File: config.mk
export PLATFORM = sky130hd
export DESIGN_NAME = riscv_tag_trap_ctrl
export DESIGN_NICKNAME = d
export VERILOG_FILES = /design/src/rtl/riscv_tag_trap_ctrl.sv
export SDC_FILE = /design/constraint.sdc
export NUM_CORES = 1
export LEC_CHECK = 0
export CAP_MARGIN = 20
export CORE_MARGIN = 2
export CORE_UTILIZATION = 30
export CTS_BUF_LIST = sky130_fd_sc_hd__clkbuf_4 sky130_fd_sc_hd__clkbuf_8 sky130_fd_sc_hd__clkbuf_16
export CTS_CLUSTER_SIZE = 30
export DETAILED_ROUTE_END_ITERATION = 6
export PLACE_DENSITY = 0.57
export SYNTH_ARGS = -nofsm -noshare
export SYNTH_HDL_FRONTEND = slang
export SYNTH_SLANG_ARGS = --single-unit
File: constraint.sdc
create_clock -name clk -period 2 [get_ports clk]
set_input_delay 0.3 -clock clk [delete_from_list [all_inputs] [get_ports clk]]
set_output_delay 0.3 -clock clk [all_outputs]
set_load 0.01 [all_outputs]
File: src/rtl/riscv_tag_trap_ctrl.sv
// DIFT tag-violation trap controller: squashes the offending EX instruction,
// captures its PC and cause, and raises a trap request until the controller acks.
module riscv_tag_trap_ctrl #(
    parameter int TIMEOUT_CYCLES = 255,
    parameter int CNT_WIDTH      = 16
) (
    input  logic                 clk,
    input  logic                 rst,
    input  logic                 enable_i,
    input  logic                 ex_valid_i,
    input  logic                 exception_i_tag,
    input  logic                 check_s1_i_tag,
    input  logic                 check_s2_i_tag,
    input  logic                 check_d_i_tag,
    input  logic                 operand_a_i_tag,
    input  logic                 operand_b_i_tag,
    input  logic                 result_i_tag,
    input  logic [31:0]          pc_ex_i,
    input  logic                 trap_ack_i,
    input  logic                 clear_i,
    output logic                 trap_req_o,
    output logic [31:0]          trap_pc_o,
    output logic [2:0]           trap_cause_o,
    output logic                 stall_o,
    output logic                 squash_o,
    output logic                 fatal_o,
    output logic                 lost_o,
    output logic [CNT_WIDTH-1:0] trap_cnt_o,
    output logic [1:0]           o_dbg_state
);

    typedef enum logic [1:0] {S_IDLE, S_REQ, S_DRAIN, S_FATAL} state_t;

    localparam int TO_W = (TIMEOUT_CYCLES > 1) ? $clog2(TIMEOUT_CYCLES) : 1;
    localparam logic [TO_W-1:0] TO_LAST = TO_W'((TIMEOUT_CYCLES > 0) ? TIMEOUT_CYCLES - 1 : 0);

    state_t               r_state;
    logic [TO_W-1:0]      r_to_cnt;
    logic                 r_trap_req;
    logic                 r_stall;
    logic                 r_fatal;
    logic                 r_lost;
    logic [31:0]          r_pc;
    logic [2:0]           r_cause;
    logic [CNT_WIDTH-1:0] r_cnt;

    logic                 w_hit;
    logic                 w_hit_idle;
    logic                 w_timeout;
    logic [2:0]           w_cause;

    assign w_hit      = enable_i & ex_valid_i & exception_i_tag;
    assign w_hit_idle = w_hit & (r_state == S_IDLE);
    assign w_cause    = {check_d_i_tag  & result_i_tag,
                         check_s2_i_tag & operand_b_i_tag,
                         check_s1_i_tag & operand_a_i_tag};
    assign w_timeout  = (TIMEOUT_CYCLES != 0) && (r_to_cnt == TO_LAST);

    // Handshake: trap_req_o holds high with a stable pc/cause until the first
    // edge that samples trap_ack_i=1; that edge completes the transfer.
    always_ff @(posedge clk) begin
        if (rst) begin
            r_state    <= S_IDLE;
            r_to_cnt   <= '0;
            r_trap_req <= 1'b0;
            r_stall    <= 1'b0;
            r_fatal    <= 1'b0;
            r_lost     <= 1'b0;
            r_pc       <= '0;
            r_cause    <= '0;
            r_cnt      <= '0;
        end else begin
            case (r_state)
                S_IDLE: begin
                    if (w_hit) begin
                        r_state    <= S_REQ;
                        r_trap_req <= 1'b1;
                        r_stall    <= 1'b1;
                        r_to_cnt   <= '0;
                        r_pc       <= pc_ex_i;
                        r_cause    <= w_cause;
                    end
                end
                S_REQ: begin
                    if (trap_ack_i) begin
                        r_state    <= S_DRAIN;
                        r_trap_req <= 1'b0;
                    end else if (w_timeout) begin
                        r_state    <= S_FATAL;
                        r_trap_req <= 1'b0;
                        r_fatal    <= 1'b1;
                    end else begin
                        r_to_cnt   <= r_to_cnt + TO_W'(1);
                    end
                end
                S_DRAIN: begin
                    r_state <= S_IDLE;
                    r_stall <= 1'b0;
                end
                default: r_state <= S_FATAL;
            endcase

            // Clear wins over a busy drop; an accepted hit in the same cycle still counts.
            if (clear_i) begin
                r_lost <= 1'b0;
                r_cnt  <= w_hit_idle ? CNT_WIDTH'(1) : '0;
            end else begin
                if (w_hit && (r_state != S_IDLE))
                    r_lost <= 1'b1;
                if (w_hit_idle && !(&r_cnt))
                    r_cnt <= r_cnt + CNT_WIDTH'(1);
            end
        end
    end

    assign squash_o     = w_hit_idle & ~rst;
    assign trap_req_o   = r_trap_req;
    assign trap_pc_o    = r_pc;
    assign trap_cause_o = r_cause;
    assign stall_o      = r_stall;
    assign fatal_o      = r_fatal;
    assign lost_o       = r_lost;
    assign trap_cnt_o   = r_cnt;
    assign o_dbg_state  = r_state;

endmodule

After elaboration in Yosys (flattened, before gate mapping):

Index checks and enable logic that the tools add are counted.

* output and inout bits: 58
* logic and storage cells: 59
* input port bits: 45
* bits in registers: 65

* bitwise logic cells: 9
* eq/ne operators: 7
* multiplexer cells: 16
* reductions and logical operators: 16
* add/subtract/negate cells: 2

Operator list (number)
* 2-to-1 mux 16 bit: 2
* 2-to-1 mux 8 bit: 3
* adder 16 x 1 -> 16 bit (second input constant): 1
* one-hot mux 8 bit (2 select lines): 1
* AND reduction 16 bit: 1
* adder 8 x 1 -> 8 bit (second input constant): 1
* == test 8 bit (second input constant): 1
* nonzero test 2 bit: 4
* bitwise AND 1 bit: 7
* 2-to-1 mux 2 bit: 3
* inequality test 2 bit (second input constant): 3
* one-hot mux 2 bit (3 select lines): 1
* AND reduction 2 bit: 3
* AND reduction 3 bit: 2
* 2-to-1 mux 1 bit: 4
* one-hot mux 1 bit (2 select lines): 2
* AND reduction 4 bit: 1
* inequality test 3 bit (second input constant): 1
* == test 2 x 1 -> 1 bit (second input constant): 1
* == test 2 bit (second input constant): 1
* logical AND 1 bit: 2
* logical NOT 2 bit: 1
* inverter 1 bit: 2
* OR reduction 2 bit: 1
* logical NOT 1 bit: 1

Longest topological paths before layout:

Gate-level depths: netlist of run 1.

* word-level depth: 6
* mapped depth: 6
* depth with buffers taken out: 6

Least setup slack after synthesis of run 1:

OpenSTA, ideal clock, no wires.

* path kind: reg-to-reg
* start point: register r_cnt[0] (netlist: trap_cnt_o[0])
* end point: register r_cnt[0] (netlist: trap_cnt_o[0])
* cell stages (with the launch flop): 7
* clock period less this slack: 1957 ps
* required time: 1913 ps
* arrival: 1870 ps
* slack: 43 ps
* path buffers: 1
* library setup time: 87 ps
* path through: dfxtp_1 > ha_1 > nand4_2 > or4_1 > buf_2 > a2111o_1 > o31ai_1

* cells in the longest elaborated chain, start to end: 4
* elaborated cells between the ends (all ways): 7
* classes of those cells: add/sub (1); mux (2); reduce/logical (4)

Ends and longest elaborated chain
* start, declared: line 45 `logic [CNT_WIDTH-1:0] r_cnt;`
* start signal, assigned: line 106 `r_cnt <= w_hit_idle ? CNT_WIDTH'(1) : '0;`
* start signal, assigned: line 111 `r_cnt <= r_cnt + CNT_WIDTH'(1);`
* branches (longest 4 deep; another with adder 16 x 1 -> 16 bit)

Several ways; the timed one is not identified. The select of a mux whose other input is x is not followed.
A chain may end at the register's enable or synchronous reset.

Worst setup path in the final report of run 1:

* start point: input enable_i
* end point: output squash_o

* cells in the longest elaborated chain, start to end: 4

Ends and longest elaborated chain
* start, declared: line 9 `input logic enable_i,`
* bitwise AND 1 bit (2 in series): line 52 `assign w_hit = enable_i & ex_valid_i & exception_i_tag;`
* bitwise AND 1 bit: line 53 `assign w_hit_idle = w_hit & (r_state == S_IDLE);`
* bitwise AND 1 bit: line 116 `assign squash_o = w_hit_idle & ~rst;`
* end, declared: line 25 `output logic squash_o,`

Every way passes these cells.

==> flow_metrics.tcl, run 1 <==
set metrics [dict create \
    ios 103 \
    via_per_inst 4.95 \
    grt_pass1_vias 2750 \
    clkSlewWorstSetupHoldPaths_ps 70 \
    vias 2876 \
    path_cells "clkdlybuf4s50_1 -> and4b_1 -> nand2_1 -> nor2_1 -> dlygate4sd2_1" \
    htree_levels 3 \
    outcome "completed" \
    cts_root_buf "clkbuf_8" \
    antenna_found_initial 0 \
    numPortBuffers 102 \
    die_area_um2 10100 \
    syn_area_um2 2790 \
    drv_slew 0 \
    clock_latency_ps 340 \
    utilization_pct 47.5 \
    synth_nets 392 \
    crit_arrival_ps 1540 \
    seqCellArea_um2 1300 \
    min_to "trap_cause_o[2]" \
    p_leak_nw 1.52 \
    dr.first_iter.drc_count 125 \
    drcViolationCount 0 \
    wl_mm 8.29 \
    r2r_slack_ps 160 \
    yosysWarnings 0 \
    grt_setup_unrepaired "false" \
    max_cap_viol_count 0 \
    syn_avg_cell_area_um2 8.12 \
    core_area_um2 9150 \
    dp_hpwl_mm 5.99 \
    drt.antenna.violating_nets 0 \
    endpoint_kind "output pin" \
    cts_setup_buffers 0 \
    cts_buffer_depth 2 \
    wl_per_cell_um 14.3 \
    diodes 0 \
    hp-class "flop to flop" \
    worst_pin_slew_ps 384 \
    cp_max_fo 2 \
    r2r_end "trap_cnt_o[14]" \
    slowest_delay_ps 500 \
    synth-seq-cells 65 \
    clock.fmax_mhz 542 \
    setup_ws_ps 157 \
    r2r_cells 5 \
    areaGrowthSynthToFinish_pct 55.6 \
    synthArstFlopShare_pct 0 \
    grt_max_degree 36 \
    min_path_cells 2 \
    finalHoldViolations 0 \
    grt_usage_pct 17.2 \
    drtPass1Iterations 7 \
    cellPowerDensity_nw_per_um2 677 \
    fill_cells 880 \
    ir_worst_vdd_uv 371 \
    fin_nets 513 \
    skew_ps 7.87 \
    synth.yosys.seq_area_share_pct 46.6 \
    final-setup-viol-count 0 \
    crit_slowest_cell "clkdlybuf4s50_1" \
    post-place-ws_ps -186 \
    finalCriticalPeriod_ps 1840 \
    gp_congestion 0.785 \
    start_kind "input pin" \
    multiInputGateArea_um2 1390 \
    cts-buffers-inserted 9 \
    drive_gt1_share_pct 12.3 \
    cp.required_ps 1700 \
    core.rowCount 35 \
    synth_edf_count 0 \
    grt_overflow 0 \
    cts_tree "yes" \
    initial_core_util_pct 30.5 \
    finalCritPeriodShare_pct 92.2 \
    timing.rr.start "trap_cnt_o[0]" \
    synth.distinct_cells 46 \
    grt_pass1_wl_mm 13.6 \
    slew_headroom_pct 74.4 \
    die_w_um 100 \
    worstSetupPathType "input pin to output pin" \
    synth_ff_type "dfxtp_1" \
    synthCells 344 \
    min-delay-start "trap_cause_o[2]" \
    chipHeight_um 100 \
    clock_sinks 65 \
]
-- report_power, final --
group / switching, W / total (W) / internal, W
Sequential: 0.0000165 / 0.00134 / 0.00132
Clock: 0.000536 / 0.00130 / 0.000766
Combinational: 0.000126 / 0.000301 / 0.000175
-- cell type report --
type	instances	area share (%)
Clock inverter	5	1.78
Clock buffer	11	3.48
Tap cell	111	3.20
Inverter	6	0.518
Timing Repair Buffer	131	29.0
Sequential cell	65	29.9
Multi-Input combinational cell	252	32.0
-- layer usage --
| metal | GRT usage [%] | share of wire, % | up-vias |
|---|---|---|---|
| met2 | 25.7 | 45 | 93 |
| met5 | 0 | 0 | - |
| met4 | 5.48 | 0.63 | 0 |
| met3 | 9.08 | 9.4 | 4 |
| met1 | 21.2 | 45 | 1306 |
| li1 | - | - | 1473 |
-- placed cells by master, fill, tap and decap left out, types with 3 or more instances in the layout --
cell type	instances
a21oi_1	59
mux2i_1	3
or4_1	7
and4_1	4
o21ai_0	9
buf_4	27
inv_1	6
nor2_1	10
or3_1	3
nor3_1	3
nand2_1	80
nand4_2	3
o31ai_1	8
nand4_1	3
nand3_1	17
clkbuf_8	11
dfxtp_1	65
clkdlybuf4s50_1	101
-- logic make-up after synthesis --
group	Yosys count	share of synthesized area (%)
AND/OR/NAND/NOR	150	26.7
AO/OA/AOI/OAI	95	20.3
flip-flops	65	46.6
buffers and inverters	27	3.72
multiplexers	3	1.08
adder cells (fa/ha/maj)	3	1.34
XOR/XNOR	1	0.314
-- worst max path at each step --
stage / slack [ps] / depth (start not counted) / from / to
2_1_floorplan: 40 / 6 / trap_cnt_o[0] / trap_cnt_o[0]
3_3_place_gp: -140 / 6 / enable_i / trap_cnt_o[11]
3_5_place_dp: -190 / 6 / enable_i / trap_cnt_o[11]
4_1_cts: 110 / 5 / trap_cnt_o[0] / trap_cnt_o[14]
5_1_grt: 40 / 5 / trap_cnt_o[0] / trap_cnt_o[12]
6_report: 160 / 5 / enable_i / squash_o
-- state kept, by name, indices dropped and copies added (netlist names) --
signal and count:
trap_pc_o 32, lost_o 1, stall_o 1, trap_req_o 1, trap_cause_o 3, fatal_o 1, o_dbg_state 2, r_to_cnt 8
trap_cnt_o 16
-- timing repair --
| item | CTS | global route |
|---|---|---|
| setup endpoints to repair | 1 | 2 |
| gates resized for setup | 1 | 1 |
| hold buffers | 0 | 0 |
-- critical path: cells and delay by family --
kind | cells | cell delay, ps
and+or+nand+nor | 3 | 430
buffers and inverters | 2 | 810
-- cells in the mapped netlist, types with 3 or more instances --
cell type | count | area (µm²)
nand2_1 | 80 | 300
dfxtp_1 | 65 | 1300
a21oi_1 | 59 | 295
clkbuf_1 | 18 | 67.6
nand3_1 | 17 | 85.1
nor2_1 | 11 | 41.3
o21ai_0 | 9 | 45.0
o31ai_1 | 8 | 60.1
or4_1 | 7 | 52.6
inv_1 | 6 | 22.5
and4_1 | 4 | 35.0
ha_1 | 3 | 37.5
mux2i_1 | 3 | 30.0
nand4_1 | 3 | 18.8
nand4_2 | 3 | 37.5
nor3_1 | 3 | 15.0
or3_1 | 3 | 18.8
-- through the flow --
stage	instances	hold WS, ps	power, W	setup TNS (ps)	instance area [µm²]
3_3_place_gp	565	439	0.00167	-981	4120
5_1_grt	581	476	0.00307	0	4350
6_report	581	452	0.00294	0	4350
4_1_cts	581	453	0.00297	0	4340
3_5_place_dp	565	445	0.00167	-1280	4120
2_1_floorplan	344	436	0.00147	0	2790
Power figures use the tool's default switching activity.
==> run 2: changes to the inputs <==
Settings changed: PLACE_DENSITY 0.57 to 0.55.
Clock period 2 ns to 2.1 ns, I/O delays scaled along.
==> run 2 against run 1 <==
Design area down 2.0%. Final cell count down 0.69%. Sequential share of layout area up 0.61 points. Die area unchanged. Wire length down 1.7%. Utilization down 0.94 points. Global-route usage down 0.65 points. Via count up 1.0%.
==> flow_metrics.tcl, run 2 (synthesized netlist as in run 1, its figures left out) <==
set metrics [dict create \
    areaGrowthSynthToFinish_pct 52.6 \
    drive_gt1_share_pct 11.4 \
    numPortBuffers 102 \
    use_met2_pct 25.2 \
    clkSlewWorstSetupHoldPaths_ps 70 \
    skew_ps 8.06 \
    finalCriticalPeriod_ps 1990 \
    core.rowCount 35 \
    r2r_cells 5 \
    fin_nets 509 \
    drt.antenna.violating_nets 0 \
    layout_commonest_cell "clkdlybuf4s50_1" \
    grt_max_degree 34 \
    dp_hpwl_mm 5.86 \
    worst_pin_slew_ps 368 \
    htree_levels 3 \
    busiest_layer "met2" \
    min_path_cells 2 \
    ios 103 \
    crit_slowest_cell "or4_2" \
    switching_share_pct 22.8 \
    wl_per_cell_um 14.1 \
    cts_setup_buffers 0 \
    seqPwrFrac_pct 48.3 \
    hold-worst-slack_ps 453 \
    setup_ws_ps 112 \
    die_area_um2 10100 \
    met1_usage_pct 21.0 \
    grt_overflow 0 \
    post-place-ws_ps -44.3 \
    dr.first_iter.drc_count 96 \
    start_kind "flop" \
    max_cap_viol_count 0 \
    slew_headroom_pct 75.4 \
    clock.fmax_mhz 503 \
    outcome "completed" \
    initial_core_util_pct 30.5 \
    hp-class "flop to flop" \
    crit_arrival_ps 2250 \
    finalCritPeriodShare_pct 94.7 \
    intPower_w 0.00204 \
    largest_reg_flops 32 \
    p_leak_nw 1.49 \
    cts_buffer_depth 2 \
    drcViolationCount 0 \
    cts_tree "yes" \
    path_cells "ha_1 -> and4_1 -> nand3_1 -> or4_2 -> a21oi_1" \
    endpoint_kind "flop" \
    grt_usage_pct 16.5 \
    fill_cells 897 \
    slowest_delay_ps 590 \
    cellPowerDensity_nw_per_um2 620 \
    grt_pass1_vias 2768 \
    diodes 0 \
    grt_pass1_wl_mm 13.4 \
    cts_root_buf "clkbuf_8" \
    power_frac_clock_pct 41.2 \
    drtPass1Iterations 4 \
    ir_worst_vdd_uv 289 \
    final-setup-viol-count 0 \
    final_cell_mix "clkdlybuf4s50_1 (101), nand2_1 (80), dfxtp_1 (65)" \
    drv_slew 0 \
    power.switching_w 0.000603 \
    grt_setup_unrepaired "false" \
    pwr-share-comb_pct 10.6 \
    core_area_um2 9150 \
    cp.required_ps 2370 \
    gp_congestion 0.793 \
    use_met3_pct 6.87 \
    wl_mm 8.15 \
    antenna_found_initial 0 \
    die_w_um 100 \
    clock_latency_ps 340 \
    cts-buffers-inserted 9 \
    chipHeight_um 100 \
    vias 2905 \
    clock_sinks 65 \
    via_per_inst 5.03 \
    worstSetupPathType "flop to flop" \
    cp_max_fo 6 \
    finalHoldViolations 0 \
    tns_ps 0 \
]
-- run 2: changes by cell type in the layout (fill, tap and decap cells not counted), sizes merged --
cell / change
clkinvlp: -1
clkbuf: +2
buf: -4
bufinv: -1
-- run 2: critical path, delay by kind of cell (launching register included) --
family | cells | cell delay, ps
adders and majority gates | 1 | 270
AOI/OAI and AO/OA | 1 | 160
and+or+nand+nor | 3 | 1100
DFF | 1 | 390
-- run 2: final timing paths --
check                                startpoint         endpoint  slack, ps
worst min register to register  trap_cause_o[0]  trap_cause_o[0]        450
worst min-delay path            trap_cause_o[0]  trap_cause_o[0]        450
worst max-delay path              trap_cnt_o[1]   trap_cnt_o[14]        110
worst max register to register    trap_cnt_o[1]   trap_cnt_o[14]        110
-- run 2: power groups by stage --
stage | Combinational (W) | Sequential [W] | Clock [W]
floorplan | 0.0000842 | 0.00131 | 0
global placement | 0.000281 | 0.00130 | 0
detailed placement | 0.000281 | 0.00130 | 0
CTS | 0.000283 | 0.00128 | 0.00112
global route | 0.000306 | 0.00128 | 0.00116
finish | 0.000279 | 0.00128 | 0.00109
-- run 2: what timing repair did --
action / 4_1_cts / 5_1_grt
endpoints found under the setup margin: 1 / 0
hold buffers: 0 / 0
gates resized for setup: 1 / 0
-- run 2: layout make-up --
cell class | count | area, µm² | share of cell area [%]
multi-input combinational | 252 | 1390 | 32.6
sequential | 65 | 1300 | 30.5
timing repair buffer | 127 | 1210 | 28.3
clock buffer | 13 | 160 | 3.76
tap | 111 | 139 | 3.26
clock inverter | 3 | 40.0 | 0.940
inverter | 6 | 22.5 | 0.529
-- run 2: metal layers --
metal / vias to the layer above / wire length [µm]
met3: 8 / 753
li1: 1466 / -
met1: 1357 / 3810
met2: 74 / 3510
met4: 0 / 79
met5: - / 0
-- run 2: through the flow --
stage / power [W] / area, µm² / util, % / std cells
floorplan: 0.00140 / 2790 / - / 344
detailed placement: 0.00158 / 4060 / 44.4 / 561
CTS: 0.00268 / 4260 / 46.5 / 577
global route: 0.00275 / 4260 / 46.5 / 577
finish: 0.00264 / 4260 / 46.5 / 577
global placement: 0.00158 / 4060 / 44.4 / 561
==> run 3: changes to the inputs <==
Settings changed: SLEW_MARGIN from default to 10.
==> results of run 3 <==
No change in the layout: final DEF, timing and power equal those of run 2.
